`config.mk`:
```
export PLATFORM = sky130hd
export DESIGN_NAME = blink_module
export DESIGN_NICKNAME = d
export VERILOG_FILES = /design/src/rtl/blink_pkg.sv /design/src/rtl/blink_timer_module.sv /design/src/rtl/blink_module.sv
export SDC_FILE = /design/constraint.sdc
export NUM_CORES = 1
export LEC_CHECK = 0
export CAP_MARGIN = 30
export CORE_MARGIN = 1
export CORE_UTILIZATION = 50
export DETAILED_ROUTE_END_ITERATION = 10
export PLACE_DENSITY = 0.7
export SLEW_MARGIN = 20
export SYNTH_ARGS = -nofsm -noshare
export SYNTH_HDL_FRONTEND = slang
export SYNTH_SLANG_ARGS = --single-unit
```
`constraint.sdc`:
```
create_clock -name CLK -period 2.52 [get_ports CLK]
set_input_delay 0.63 -clock CLK [delete_from_list [all_inputs] [get_ports CLK]]
set_output_delay 0.63 -clock CLK [all_outputs]
set_load 0.03 [all_outputs]
```
`src/rtl/blink_pkg.sv`:
```
// Shared constants, state encoding and width helper for the blink indicator path.
package blink_pkg;

  typedef enum logic [1:0] {
    StIdle = 2'd0,
    StOn   = 2'd1,
    StGap  = 2'd2
  } blink_state_e;

  localparam int unsigned ClkFreqHz    = 50_000_000;
  localparam int unsigned DefOnCycles  = 5_000_000;
  localparam int unsigned DefOffCycles = 5_000_000;

  // Ceiling log2; returns 0 for values of 0 or 1.
  function automatic int unsigned blink_clog2(input int unsigned value);
    int unsigned result;
    result = 0;
    for (int i = 0; i < 32; i++) begin
      if ((64'(1) << i) < 64'(value)) begin
        result = i + 1;
      end
    end
    return result;
  endfunction

endpackage

```
`src/rtl/blink_timer_module.sv`:
```
// Loadable down-counter shared by the ON and GAP phases; Done flags the last cycle.
module blink_timer_module
  import blink_pkg::*;
#(
  parameter int unsigned Width = 8
) (
  input  logic             CLK,
  input  logic             RST_n,
  input  logic             Load,
  input  logic [Width-1:0] Load_Val,
  output logic             Done
);

  logic [Width-1:0] count_q, count_d;

  always_comb begin
    count_d = count_q;
    if (Load) begin
      count_d = Load_Val;
    end else if (count_q != '0) begin
      count_d = count_q - Width'(1);
    end
  end

  always_ff @(posedge CLK) begin
    if (!RST_n) begin
      count_q <= '0;
    end else begin
      count_q <= count_d;
    end
  end

  assign Done = (count_q == Width'(1));

endmodule

```
`src/rtl/blink_module.sv`:
```
// Turns single-cycle event strobes into LED blinks with guaranteed high and low time.
// Define BLINK_QUEUE_EN to queue strobes that arrive mid-blink and replay them back-to-back.
module blink_module
  import blink_pkg::*;
#(
  parameter int unsigned ON_CYCLES  = DefOnCycles,
  parameter int unsigned OFF_CYCLES = DefOffCycles,
  parameter int unsigned PEND_W     = 4
) (
  input  logic CLK,
  input  logic RST_n,
  input  logic Trig_Sig,
  output logic Pin_Out,
  output logic Busy
);

  localparam int unsigned MaxCycles = (ON_CYCLES > OFF_CYCLES) ? ON_CYCLES : OFF_CYCLES;
  localparam int unsigned TimerW    = blink_clog2(MaxCycles + 1);

  blink_state_e      state_q;
  logic              timer_load;
  logic              timer_done;
  logic [TimerW-1:0] timer_val;
  logic              final_gap;
  logic              start_on;
  logic              start_gap;
  logic              pend_nz;

  // A queued blink or a fresh strobe in the last GAP cycle chains straight into ON.
  always_comb begin
    final_gap  = (state_q == StGap) && timer_done;
    start_on   = ((state_q == StIdle) && Trig_Sig) || (final_gap && (pend_nz || Trig_Sig));
    start_gap  = (state_q == StOn) && timer_done;
    timer_load = start_on || start_gap;
    timer_val  = start_on ? TimerW'(ON_CYCLES) : TimerW'(OFF_CYCLES);
  end

  blink_timer_module #(
    .Width(TimerW)
  ) u_timer (
    .CLK     (CLK),
    .RST_n   (RST_n),
    .Load    (timer_load),
    .Load_Val(timer_val),
    .Done    (timer_done)
  );

  always_ff @(posedge CLK) begin
    if (!RST_n) begin
      state_q <= StIdle;
      Pin_Out <= 1'b0;
      Busy    <= 1'b0;
    end else if (start_on) begin
      state_q <= StOn;
      Pin_Out <= 1'b1;
      Busy    <= 1'b1;
    end else if (start_gap) begin
      state_q <= StGap;
      Pin_Out <= 1'b0;
      Busy    <= 1'b1;
    end else if (final_gap) begin
      state_q <= StIdle;
      Pin_Out <= 1'b0;
      Busy    <= 1'b0;
    end
  end

`ifdef BLINK_QUEUE_EN
  localparam logic [PEND_W-1:0] PendMax = '1;
  localparam logic [PEND_W-1:0] PendOne = PEND_W'(1);

  logic [PEND_W-1:0] pend_q, pend_d;
  logic              pend_inc;
  logic              pend_dec;

  // In the last GAP cycle with nothing queued the strobe is consumed directly, not counted.
  always_comb begin
    pend_inc = Trig_Sig && (state_q != StIdle) && (pend_q != PendMax) &&
               !(final_gap && !pend_nz);
    pend_dec = final_gap && pend_nz;
    pend_d   = pend_q;
    if (pend_inc && !pend_dec) begin
      pend_d = pend_q + PendOne;
    end else if (pend_dec && !pend_inc) begin
      pend_d = pend_q - PendOne;
    end
  end

  always_ff @(posedge CLK) begin
    if (!RST_n) begin
      pend_q <= '0;
    end else begin
      pend_q <= pend_d;
    end
  end

  assign pend_nz = |pend_q;
`else
  // No queue: PEND_W has no effect on behaviour.
  assign pend_nz = (PEND_W == 0) ? 1'b0 : 1'b0;
`endif

endmodule
```
==> results.json <==
{
  "slowest_stage": "or4_1",
  "maxSlewHeadroom_pct": 66.7,
  "seq_area_um2": 520,
  "antenna_found_initial": 0,
  "arrival_ns": 2.72,
  "path_clk_slew_ns": 0.14,
  "ir_drop_mv": 0.525,
  "setup-tns-final_ns": 0,
  "area_growth_pct": 10.3,
  "wl_per_cell_um": 15.0,
  "cts_buffers": 3,
  "cts.repair.resized": 0,
  "ys_async_sr_fraction_pct": 0,
  "path_buf_inv": 0,
  "crit_path_max_fanout": 12,
  "grt_start_max_net_pins": 16,
  "vias_per_cell": 6.19,
  "drtIter0Drc": 22,
  "setup_violations": 0,
  "clk_latency_ns": 0.32,
  "clock_path_buffers": 2,
  "synth_top_area_cell": "dfxtp_1",
  "grt_first_pass_wirelength_um": 4950,
  "outcome": "finished, final reports clean",
  "grt_usage_pct": 23.3,
  "synth-simple-area-share_pct": 26.5,
  "synth_mux_area_share_pct": 0,
  "ys_seq_area_share_pct": 37.6,
  "clock_sinks": 26,
  "tightestPinTransition_ns": 0.499,
  "ys.flop_type": "dfxtp_1",
  "r2r-start": "u_timer.count_q[20]",
  "post-dp-hpwl_um": 2190,
  "crit_family": "simple AND/OR/NAND/NOR gates",
  "slew_viol_final": 0,
  "ys_warn_count": 0,
  "first_pass_iters": 4,
  "fmax_mhz": 406,
  "maxCapViolCount": 0,
  "crit_chain": "or4_1 > or4_4 > o41ai_4 > a21oi_2 > a221oi_2",
  "post_cts_buffers": 0,
  "synthAdderAreaFrac_pct": 2.71,
  "worstSetupPathType": "reg -> reg",
  "synth_seq_cells": 26,
  "grt_pass1_vias": 1070,
  "io_buffers": 4,
  "root_buffer": "clkbuf_4",
  "num_io_pins": 5,
  "p_leak_nw": 0.571,
  "slowest_delay_ns": 0.59,
  "drive_gt1_share_pct": 14.2,
  "clock_skew_ns": 0.00306,
  "hp-start": "Busy",
  "critical_path.startpoint": "u_timer.count_q[20]",
  "synth_top_family_by_area": "simple AND/OR/NAND/NOR gates",
  "final_nets": 176,
  "netlist_area_um2": 1390,
  "tritoncts": "done",
  "route.detailed.drc": 0,
  "synth_compound_area_share_pct": 23.7,
  "antenna_left": 0,
  "min_path_type": "reg -> reg",
  "initial_utilization_pct": 54.4,
  "num_antenna_cells": 0,
  "fp.dieH_um": 54.6,
  "ys_top_cells_by_area": "dfxtp_1, or4_1, a21oi_1, or3_1, nor2_1",
  "cp-end-kind": "flip-flop",
  "total_power_mw": 1.28,
  "synth_top_area_share_pct": 37.6,
  "postSynthCellCount": 160,
  "cts_hold_buf": 0,
  "cp-start-kind": "flip-flop",
  "vias": 1232,
  "fin_crit_sh_pct": 97.8,
  "fp.dieW_um": 54.6,
  "h-tree-depth": 1,
  "rsz0062_at_grt": "yes",
  "fillers": 242,
  "synth_cell_types": 37,
  "synth.avg_cell_area_um2": 8.66,
  "finalWirelength_um": 2990,
  "synth_enable_flop_cells": 0,
  "grt_overflow": 0,
  "synthXorXnorAreaFrac_pct": 5.06,
  "die_area_um2": 2980,
  "row_count": 18,
  "multi_input_area_um2": 811,
  "syn-num-nets": 166,
  "p_per_area_nw_per_um2": 835,
  "gp_congestion": 0.855,
  "finalCriticalPeriod_ns": 2.47,
  "core_um2": 2540,
  "hold_viol_final": 0,
  "crit_required_ns": 2.77
}
report_power, final:
part | total (mW) | switching [mW] | internal [mW]
combinational | 0.523 | 0.305 | 0.218
sequential | 0.540 | 0.0680 | 0.472
clock | 0.213 | 0.124 | 0.0884
area by class of cell:
class	count	share of cell area, %
timing repair buffer	12	6.55
sequential	26	34.1
inverter	6	1.47
multi-input combinational	121	53.1
clock buffer	4	2.38
tap	30	2.46
worst min-delay path: stages (launching register included):
cell and delay [ns]:
dfxtp_1 0.34, inv_1 0.06, a221oi_2 0.05
cells in the final DEF, fill, tap and decap left out, types with 5 or more instances in the layout:
cell type and n:
or3_1 11, dfxtp_1 26, nor3_1 5, nor2_1 16
xor2_1 6, o21ai_0 9, o31ai_1 7, buf_4 8
or4_1 10, inv_1 6, a21oi_1 14
layer usage:
metal  vias to the layer above  track usage (%)  wire [um]
met5                         -                0          0
met4                         0             8.55         15
met3                         2             2.78         49
met2                         7             36.7       1460
met1                       596             32.0       1460
li1                        627                -          -
worst paths after layout:
kind           to  slack (ns)  cells past startpoint
max          Busy        0.05                      5
min          Busy        0.47                      2
max reg2reg  Busy        0.05                      5
min reg2reg  Busy        0.47                      2
stage by stage:
stage	cell area [um^2]	setup slack (ns)	utilization (%)	instances	hold WS, ns
3_3_place_gp	1480	0.129	58.3	195	0.447
2_1_floorplan	1390	0.139	-	160	0.440
5_1_grt	1530	-0.0374	60.0	199	0.513
3_5_place_dp	1480	0.0417	58.3	195	0.457
4_1_cts	1520	0.00842	59.7	199	0.477
6_report	1530	0.0544	60.0	199	0.472
cell usage after synthesis, types with 2 or more instances:
| cell type | count |
|---|---|
| a31oi_1 | 4 |
| or4b_2 | 2 |
| o21ai_0 | 9 |
| ha_1 | 3 |
| or2_2 | 4 |
| or4_1 | 10 |
| nor3_1 | 5 |
| buf_2 | 2 |
| xnor2_1 | 2 |
| o31ai_1 | 7 |
| nand3_1 | 2 |
| inv_1 | 6 |
| or3_1 | 11 |
| nand2_1 | 4 |
| o211ai_1 | 3 |
| nor2_1 | 16 |
| xor2_1 | 6 |
| dfxtp_1 | 26 |
| o2111ai_1 | 3 |
| clkbuf_1 | 3 |
| nor4_1 | 3 |
| a21oi_1 | 14 |
sequential cells by signal, indices dropped and copies added (netlist names):
name	count
state_q	1
u_timer.count_q	23
Pin_Out	1
Busy	1
cell families (layout without fill, tap and decap cells):
kind of cell / Yosys count / in the layout
adders and majority gates: 3 / 3
buffers and inverters: 13 / 22
AOI/OAI and AO/OA: 47 / 47
and+or+nand+nor: 63 / 63
DFF: 26 / 26
xor gates and xnor gates: 8 / 8
No activity file was read; power rests on OpenSTA's default activity.
